[src/rtl/mem_port_arbiter_pkg.sv]
// rtl/mem_port_arbiter_pkg.sv - shared types for the memory port arbiter
//
// Purpose: FSM state encoding and requester/owner identifiers used by
//          mem_port_arbiter and arb_prio_sel.
// Ports:   none (package).
package mem_port_arbiter_pkg;

  typedef enum logic [1:0] {
    ARB_IDLE = 2'd0,
    ARB_WAIT = 2'd1,
    ARB_RESP = 2'd2
  } arb_state_e;

  // OWN_NONE marks "no transaction in flight"; it is also the reset owner.
  typedef enum logic [1:0] {
    OWN_NONE = 2'd0,
    OWN_IF   = 2'd1,
    OWN_LS   = 2'd2,
    OWN_DBG  = 2'd3
  } owner_e;

endpackage

[src/rtl/arb_prio_sel.sv]
// rtl/arb_prio_sel.sv - combinational 3-way priority pick with fetch promotion
//
// Purpose: picks one winner among fetch, load/store and debug requests.
//          Normal order DBG > LS > IF; with promote_i the order is IF > DBG > LS.
// Ports:   if_req_i, ls_req_i, dbg_req_i  requests (if_req_i already qualified)
//          promote_i                       fetch has starved long enough
//          win_o                           winning owner, OWN_NONE if no request
module arb_prio_sel
  import mem_port_arbiter_pkg::*;
(
  input  logic   if_req_i,
  input  logic   ls_req_i,
  input  logic   dbg_req_i,
  input  logic   promote_i,
  output owner_e win_o
);

  always_comb begin
    win_o = OWN_NONE;
    if (promote_i && if_req_i) begin
      win_o = OWN_IF;
    end else if (dbg_req_i) begin
      win_o = OWN_DBG;
    end else if (ls_req_i) begin
      win_o = OWN_LS;
    end else if (if_req_i) begin
      win_o = OWN_IF;
    end
  end

endmodule

[src/rtl/mem_port_arbiter.sv]
// rtl/mem_port_arbiter.sv - single-port memory arbiter for fetch, load/store and debug
//
// Purpose: serialises IF/LS/DBG accesses onto one memory port, one transaction
//          at a time (IDLE -> WAIT -> RESP), stalls fetch while it is blocked and
//          drops in-flight fetch responses on a pipeline redirect.
// Ports:   clk, rst                       clock, synchronous active-high reset
//          if_*   fetch read port         req/addr in, gnt/rvalid/rdata out
//          ls_*   load/store port         req/we/addr/wdata/be in, gnt/rvalid/rdata out
//          dbg_*  debug port              req/we/addr/wdata in, gnt/rvalid/rdata out
//          jump_en_i                      redirect; flushes the in-flight fetch
//          mem_*  memory command/response req/we/addr/wdata/be out, rdata in
//          hold_flag_o                    fetch stall (if_req_i & ~if_gnt_o)
module mem_port_arbiter
  import mem_port_arbiter_pkg::*;
#(
  parameter int AW         = 32,
  parameter int DW         = 32,
  parameter int RD_LAT     = 1,
  parameter int STARVE_MAX = 4
) (
  input  logic            clk,
  input  logic            rst,
  input  logic            if_req_i,
  input  logic [AW-1:0]   if_addr_i,
  output logic            if_gnt_o,
  output logic            if_rvalid_o,
  output logic [DW-1:0]   if_rdata_o,
  input  logic            ls_req_i,
  input  logic            ls_we_i,
  input  logic [AW-1:0]   ls_addr_i,
  input  logic [DW-1:0]   ls_wdata_i,
  input  logic [DW/8-1:0] ls_be_i,
  output logic            ls_gnt_o,
  output logic            ls_rvalid_o,
  output logic [DW-1:0]   ls_rdata_o,
  input  logic            dbg_req_i,
  input  logic            dbg_we_i,
  input  logic [AW-1:0]   dbg_addr_i,
  input  logic [DW-1:0]   dbg_wdata_i,
  output logic            dbg_gnt_o,
  output logic            dbg_rvalid_o,
  output logic [DW-1:0]   dbg_rdata_o,
  input  logic            jump_en_i,
  output logic            mem_req_o,
  output logic            mem_we_o,
  output logic [AW-1:0]   mem_addr_o,
  output logic [DW-1:0]   mem_wdata_o,
  output logic [DW/8-1:0] mem_be_o,
  input  logic [DW-1:0]   mem_rdata_i,
  output logic            hold_flag_o
);

  localparam int CW = (RD_LAT > 1) ? $clog2(RD_LAT) : 1;
  localparam int SW = $clog2(STARVE_MAX + 1);

  arb_state_e      state_q, state_d;
  owner_e          owner_q, owner_d;
  logic            we_q, we_d;
  logic            drop_q, drop_d;
  logic [CW-1:0]   wait_cnt_q, wait_cnt_d;
  logic [SW-1:0]   starve_q, starve_d;
  logic [DW-1:0]   if_rdata_q, if_rdata_d;
  logic [DW-1:0]   ls_rdata_q, ls_rdata_d;
  logic [DW-1:0]   dbg_rdata_q, dbg_rdata_d;
  logic [DW-1:0]   rsp_data;
  logic            if_eligible;
  logic            promote;
  logic            if_flushed;
  owner_e          win;

  // A fetch address presented together with a redirect is stale: never grant it.
  assign if_eligible = if_req_i & ~jump_en_i;
  assign promote     = (starve_q == SW'(STARVE_MAX));
  // A fetch is dead once a redirect has been seen at any point after issue.
  assign if_flushed  = drop_q | jump_en_i;

  arb_prio_sel u_prio_sel (
    .if_req_i  (if_eligible),
    .ls_req_i  (ls_req_i),
    .dbg_req_i (dbg_req_i),
    .promote_i (promote),
    .win_o     (win)
  );

  always_comb begin
    state_d      = state_q;
    owner_d      = owner_q;
    we_d         = we_q;
    drop_d       = drop_q;
    wait_cnt_d   = wait_cnt_q;
    starve_d     = starve_q;
    if_rdata_d   = if_rdata_q;
    ls_rdata_d   = ls_rdata_q;
    dbg_rdata_d  = dbg_rdata_q;
    if_gnt_o     = 1'b0;
    ls_gnt_o     = 1'b0;
    dbg_gnt_o    = 1'b0;
    if_rvalid_o  = 1'b0;
    ls_rvalid_o  = 1'b0;
    dbg_rvalid_o = 1'b0;
    mem_req_o    = 1'b0;
    mem_we_o     = 1'b0;
    mem_addr_o   = '0;
    mem_wdata_o  = '0;
    mem_be_o     = '0;
    // Writes acknowledge with zero data.
    rsp_data     = we_q ? '0 : mem_rdata_i;

    if (!rst) begin
      unique case (state_q)
        ARB_IDLE: begin
          owner_d = OWN_NONE;
          drop_d  = 1'b0;
          if (win == OWN_IF) begin
            starve_d = '0;
          end else if (if_eligible && !promote) begin
            starve_d = starve_q + SW'(1);
          end
          if (win != OWN_NONE) begin
            mem_req_o  = 1'b1;
            owner_d    = win;
            wait_cnt_d = CW'(RD_LAT - 1);
            state_d    = ARB_WAIT;
            unique case (win)
              OWN_IF: begin
                if_gnt_o   = 1'b1;
                mem_addr_o = if_addr_i;
                mem_be_o   = '1;
              end
              OWN_LS: begin
                ls_gnt_o    = 1'b1;
                mem_we_o    = ls_we_i;
                mem_addr_o  = ls_addr_i;
                mem_wdata_o = ls_wdata_i;
                mem_be_o    = ls_be_i;
              end
              OWN_DBG: begin
                dbg_gnt_o   = 1'b1;
                mem_we_o    = dbg_we_i;
                mem_addr_o  = dbg_addr_i;
                mem_wdata_o = dbg_wdata_i;
                mem_be_o    = '1;
              end
              default: ;
            endcase
            we_d = mem_we_o;
          end
        end
        ARB_WAIT: begin
          if (owner_q == OWN_IF && jump_en_i) begin
            drop_d = 1'b1;
          end
          if (wait_cnt_q == '0) begin
            state_d = ARB_RESP;
            unique case (owner_q)
              OWN_IF:  if (!if_flushed) if_rdata_d = rsp_data;
              OWN_LS:  ls_rdata_d  = rsp_data;
              OWN_DBG: dbg_rdata_d = rsp_data;
              default: ;
            endcase
          end else begin
            wait_cnt_d = wait_cnt_q - CW'(1);
          end
        end
        ARB_RESP: begin
          state_d = ARB_IDLE;
          unique case (owner_q)
            OWN_IF:  if_rvalid_o  = ~if_flushed;
            OWN_LS:  ls_rvalid_o  = 1'b1;
            OWN_DBG: dbg_rvalid_o = 1'b1;
            default: ;
          endcase
        end
        default: state_d = ARB_IDLE;
      endcase
    end
  end

  always_ff @(posedge clk) begin
    if (rst) begin
      state_q     <= ARB_IDLE;
      owner_q     <= OWN_NONE;
      we_q        <= 1'b0;
      drop_q      <= 1'b0;
      wait_cnt_q  <= '0;
      starve_q    <= '0;
      if_rdata_q  <= '0;
      ls_rdata_q  <= '0;
      dbg_rdata_q <= '0;
    end else begin
      state_q     <= state_d;
      owner_q     <= owner_d;
      we_q        <= we_d;
      drop_q      <= drop_d;
      wait_cnt_q  <= wait_cnt_d;
      starve_q    <= starve_d;
      if_rdata_q  <= if_rdata_d;
      ls_rdata_q  <= ls_rdata_d;
      dbg_rdata_q <= dbg_rdata_d;
    end
  end

  assign hold_flag_o = ~rst & if_req_i & ~if_gnt_o;
  assign if_rdata_o  = rst ? '0 : if_rdata_q;
  assign ls_rdata_o  = rst ? '0 : ls_rdata_q;
  assign dbg_rdata_o = rst ? '0 : dbg_rdata_q;

endmodule

[config.mk]
export PLATFORM = sky130hd
export DESIGN_NAME = mem_port_arbiter
export DESIGN_NICKNAME = d
export VERILOG_FILES = /design/src/rtl/mem_port_arbiter_pkg.sv /design/src/rtl/arb_prio_sel.sv /design/src/rtl/mem_port_arbiter.sv
export SDC_FILE = /design/constraint.sdc
export NUM_CORES = 1
export LEC_CHECK = 0
export BUFFER_PORTS_ARGS = -buffer_cell sky130_fd_sc_hd__buf_2
export CORE_AREA = 2 2 148 150
export DETAILED_ROUTE_END_ITERATION = 6
export DIE_AREA = 0 0 150 152
export PLACE_DENSITY = 0.69
export REMOVE_ABC_BUFFERS = 1
export SYNTH_ARGS = -nofsm -noshare
export SYNTH_HDL_FRONTEND = slang
export SYNTH_HIERARCHICAL = 1
export SYNTH_SLANG_ARGS = --single-unit
export TNS_END_PERCENT = 10
[constraint.sdc]
create_clock -name clk -period 2.4 [get_ports clk]
set_input_delay 0.48 -clock clk [delete_from_list [all_inputs] [get_ports clk]]
set_output_delay 0.48 -clock clk [all_outputs]
set_load 0.1 [all_outputs]
==> results_dict.tcl <==
set metrics [dict create \
    synth_cell_types 42 \
    synth_cells 581 \
    leakagePower_nw 5.03 \
    finalNonFillerCells 1267 \
    yosysTopAreaCell "dfxtp_1" \
    clkTransAtPathRegs_ns 0.07 \
    grt_pass1_wl_mm 32.7 \
    first_global_vias 5771 \
    max_freq_mhz 349 \
    finalPower_mw 5.43 \
    ys_warn_count 6 \
    drive_above_1_share 0.688 \
    dp.cells 1239 \
    cts_buffers 9 \
    timing.rr.start "owner_q[0]" \
    min_to "we_q" \
    clkSinkCount 105 \
    grt_max_degree 97 \
    finalSetupViolCount 74 \
    place_congestion 0.832 \
    rows 54 \
    antenna_found_initial 1 \
    core_um2 21400 \
    rr_endpoint "if_rdata_q[0]" \
    hp-class "register to register" \
    tightest_slew_ns 0.527 \
    synth_area_leaders "dfxtp_1, mux2_2, nor2b_1" \
    clock-root-buffer "clkbuf_16" \
    postSynthAreaPerCell_um2 9.98 \
    area_delta_synth_final_pct 79.4 \
    insertion_delay_ns 0.35 \
    synthDominantCellAreaShare 0.363 \
    drt_wl_total_mm 23.4 \
    violations "setup timing" \
    clock_skew_ns 0.00553 \
    io_pins 377 \
    reg2reg_depth 4 \
    clock_path_buffers 2 \
    firstDrtPassIters 4 \
    synth_seq_area_share 0.363 \
    setup_ws_ns -0.466 \
    slew_viol_final 0 \
    reg2reg_slack_ns 0.45 \
    status "complete, but fails checks" \
    critPathCaptureType "output port" \
    io_buffers 376 \
    cts_tree "built" \
    vias 5888 \
    syn_area_um2 5800 \
    die_h_um 152 \
    worstHoldPathCells 2 \
    grt-ovfl-total 0 \
    rsz0062_at_grt "yes" \
    drt_iter0_drc 224 \
    cellPowerDensity_nw_per_um2 522 \
    grtUsageTotal 0.187 \
    fin_crit_sh 1.19 \
    period_needed_ns 2.87 \
    initial_utilization 0.272 \
    die_x_um 150 \
    ys.flop_type "dfxtp_1" \
    vias_per_cell 4.65 \
    synthArstFlopShare 0 \
    crit_arrival_ns 2.39 \
    crit_type "register to output port" \
    hold_start "we_q" \
    startpoint_type "register" \
    crit_fanout 8 \
    wire_per_inst_um 18.4 \
    ir_worst_vdd_uv 451 \
    final_nets 1188 \
    cts_hold_buf 0 \
    worstPathRequired_ns 1.92 \
    synth_seq_cells 105 \
    post-dp-hpwl_mm 16.9 \
    slew_headroom 0.651 \
    hold_violations 0 \
    detail-route-antenna-nets 0 \
    drc 0 \
    cap_violations 0 \
    antenna_cells 0 \
    synth_edf_count 0 \
    fp.dieArea_um2 22800 \
    htreeDepth 3 \
]
[how the worst max path moves through the flow]
stage	start	endpoint	slack [ns]	cells past startpoint
5_1_grt	starve_q[1]	mem_wdata_o[29]	-0.54	12
3_5_place_dp	starve_q[1]	mem_wdata_o[24]	-0.26	11
6_report	starve_q[1]	mem_wdata_o[29]	-0.47	12
2_1_floorplan	starve_q[0]	mem_wdata_o[0]	-3.73	7
4_1_cts	starve_q[1]	mem_wdata_o[17]	-0.50	13
3_3_place_gp	starve_q[1]	mem_wdata_o[11]	-0.20	11
[cells in the mapped netlist (2+ instances only)]
master,n
buf_2,7
mux2_4,30
nand2b_1,6
a22o_1,32
a21oi_1,9
nor2b_1,98
nand4_1,2
nor3b_2,2
mux2_2,97
nor3_1,2
buf_4,3
buf_12,3
clkbuf_1,36
mux2_1,2
inv_1,4
nor2_1,48
dfxtp_1,105
buf_1,2
and2_1,32
nand2_1,6
ha_1,2
a22oi_1,32
and3_1,2
[critical path, stage by stage (launching register included)]
cell and delay, ns:
dfxtp_2 0.34, inv_2 0.05, ha_4 0.16, nand2_4 0.05, inv_2 0.03, nand2b_4 0.13
a21o_4 0.25, buf_12 0.14, nor3b_4 0.16, buf_6 0.18, buf_12 0.15, a22o_1 0.20
buf_12 0.19
[power by group]
group          switching, mW  total (mW)  internal, mW  leakage [nW]
Combinational           1.32        2.14         0.816          4.04
Sequential            0.0147        1.79          1.78         0.849
Clock                  0.655        1.50         0.841         0.143
Total                   1.99        5.43          3.44          5.03
[flip-flops by register name, indices dropped and copies added (netlist names)]
signal	cells
state_q	2
if_rdata_q	32
we_q	1
ls_rdata_q	32
dbg_rdata_q	32
drop_q	1
starve_q	3
owner_q	2
[placed cells by master, fill, tap and decap left out, types with 2 or more instances in the layout]
master,netlist,final
buf_2,7,298
dfxtp_1,105,103
mux2_2,97,97
nor2b_1,98,97
buf_12,3,88
buf_4,3,49
and2_1,32,32
mux2_4,30,30
a22o_4,0,26
nor2_2,0,25
a22oi_2,0,22
nor2_1,48,22
a22oi_1,32,10
clkbuf_16,0,10
a22o_1,32,6
a21oi_1,9,5
nand2b_1,6,5
nand2_1,6,5
buf_6,1,5
inv_2,0,3
nor3b_4,0,2
nor3_1,2,2
and3_4,0,2
a21oi_2,0,2
a21oi_4,0,2
nand4_1,2,2
mux2_1,2,2
clkbuf_1,36,2
dfxtp_2,0,2
[timing repair]
action	CTS	global route
endpoints found under the setup margin	74	76
pin swaps	38	6
resized for setup	58	45
gates cloned	3	2
setup buffers	9	1
[logic make-up after synthesis]
family | Yosys count | share of synthesized area
simple gates | 207 | 0.203
compound gates | 82 | 0.110
buf+inv | 56 | 0.0494
mux | 129 | 0.270
flops | 105 | 0.363
fa+ha+maj | 2 | 0.00432
[per-stage QoR]
stage / setup TNS, ns / setup WS, ns / cell area (um^2) / hold WS (ns) / util
3_5_place_dp: -11.91 / -0.259 / 9470 / 0.482 / 0.444
4_1_cts: -29.03 / -0.504 / 10200 / 0.490 / 0.477
5_1_grt: -33.49 / -0.538 / 10400 / 0.507 / 0.487
3_3_place_gp: -8.53 / -0.204 / 9470 / 0.480 / 0.444
2_1_floorplan: -238.09 / -3.73 / 5530 / 0.444 / -
6_report: -26.61 / -0.466 / 10400 / 0.491 / 0.487
[routing by layer]
layer	share of wire	vias up	wire (um)	track usage
li1	-	2836	-	-
met4	0.024	2	564	0.0629
met1	0.40	2796	9240	0.214
met5	0.00056	-	13	0
met2	0.50	222	11800	0.332
met3	0.076	32	1770	0.0502
[cell type report]
cell class	instances	area [um^2]
Clock inverter	4	51.3
Fill cell	1958	10900
Sequential cell	105	2100
Timing Repair Buffer	442	3720
Tap cell	280	350
Inverter	4	15.0
Clock buffer	12	246
Multi-Input combinational cell	420	3920
No activity file was read; power rests on OpenSTA's default activity.
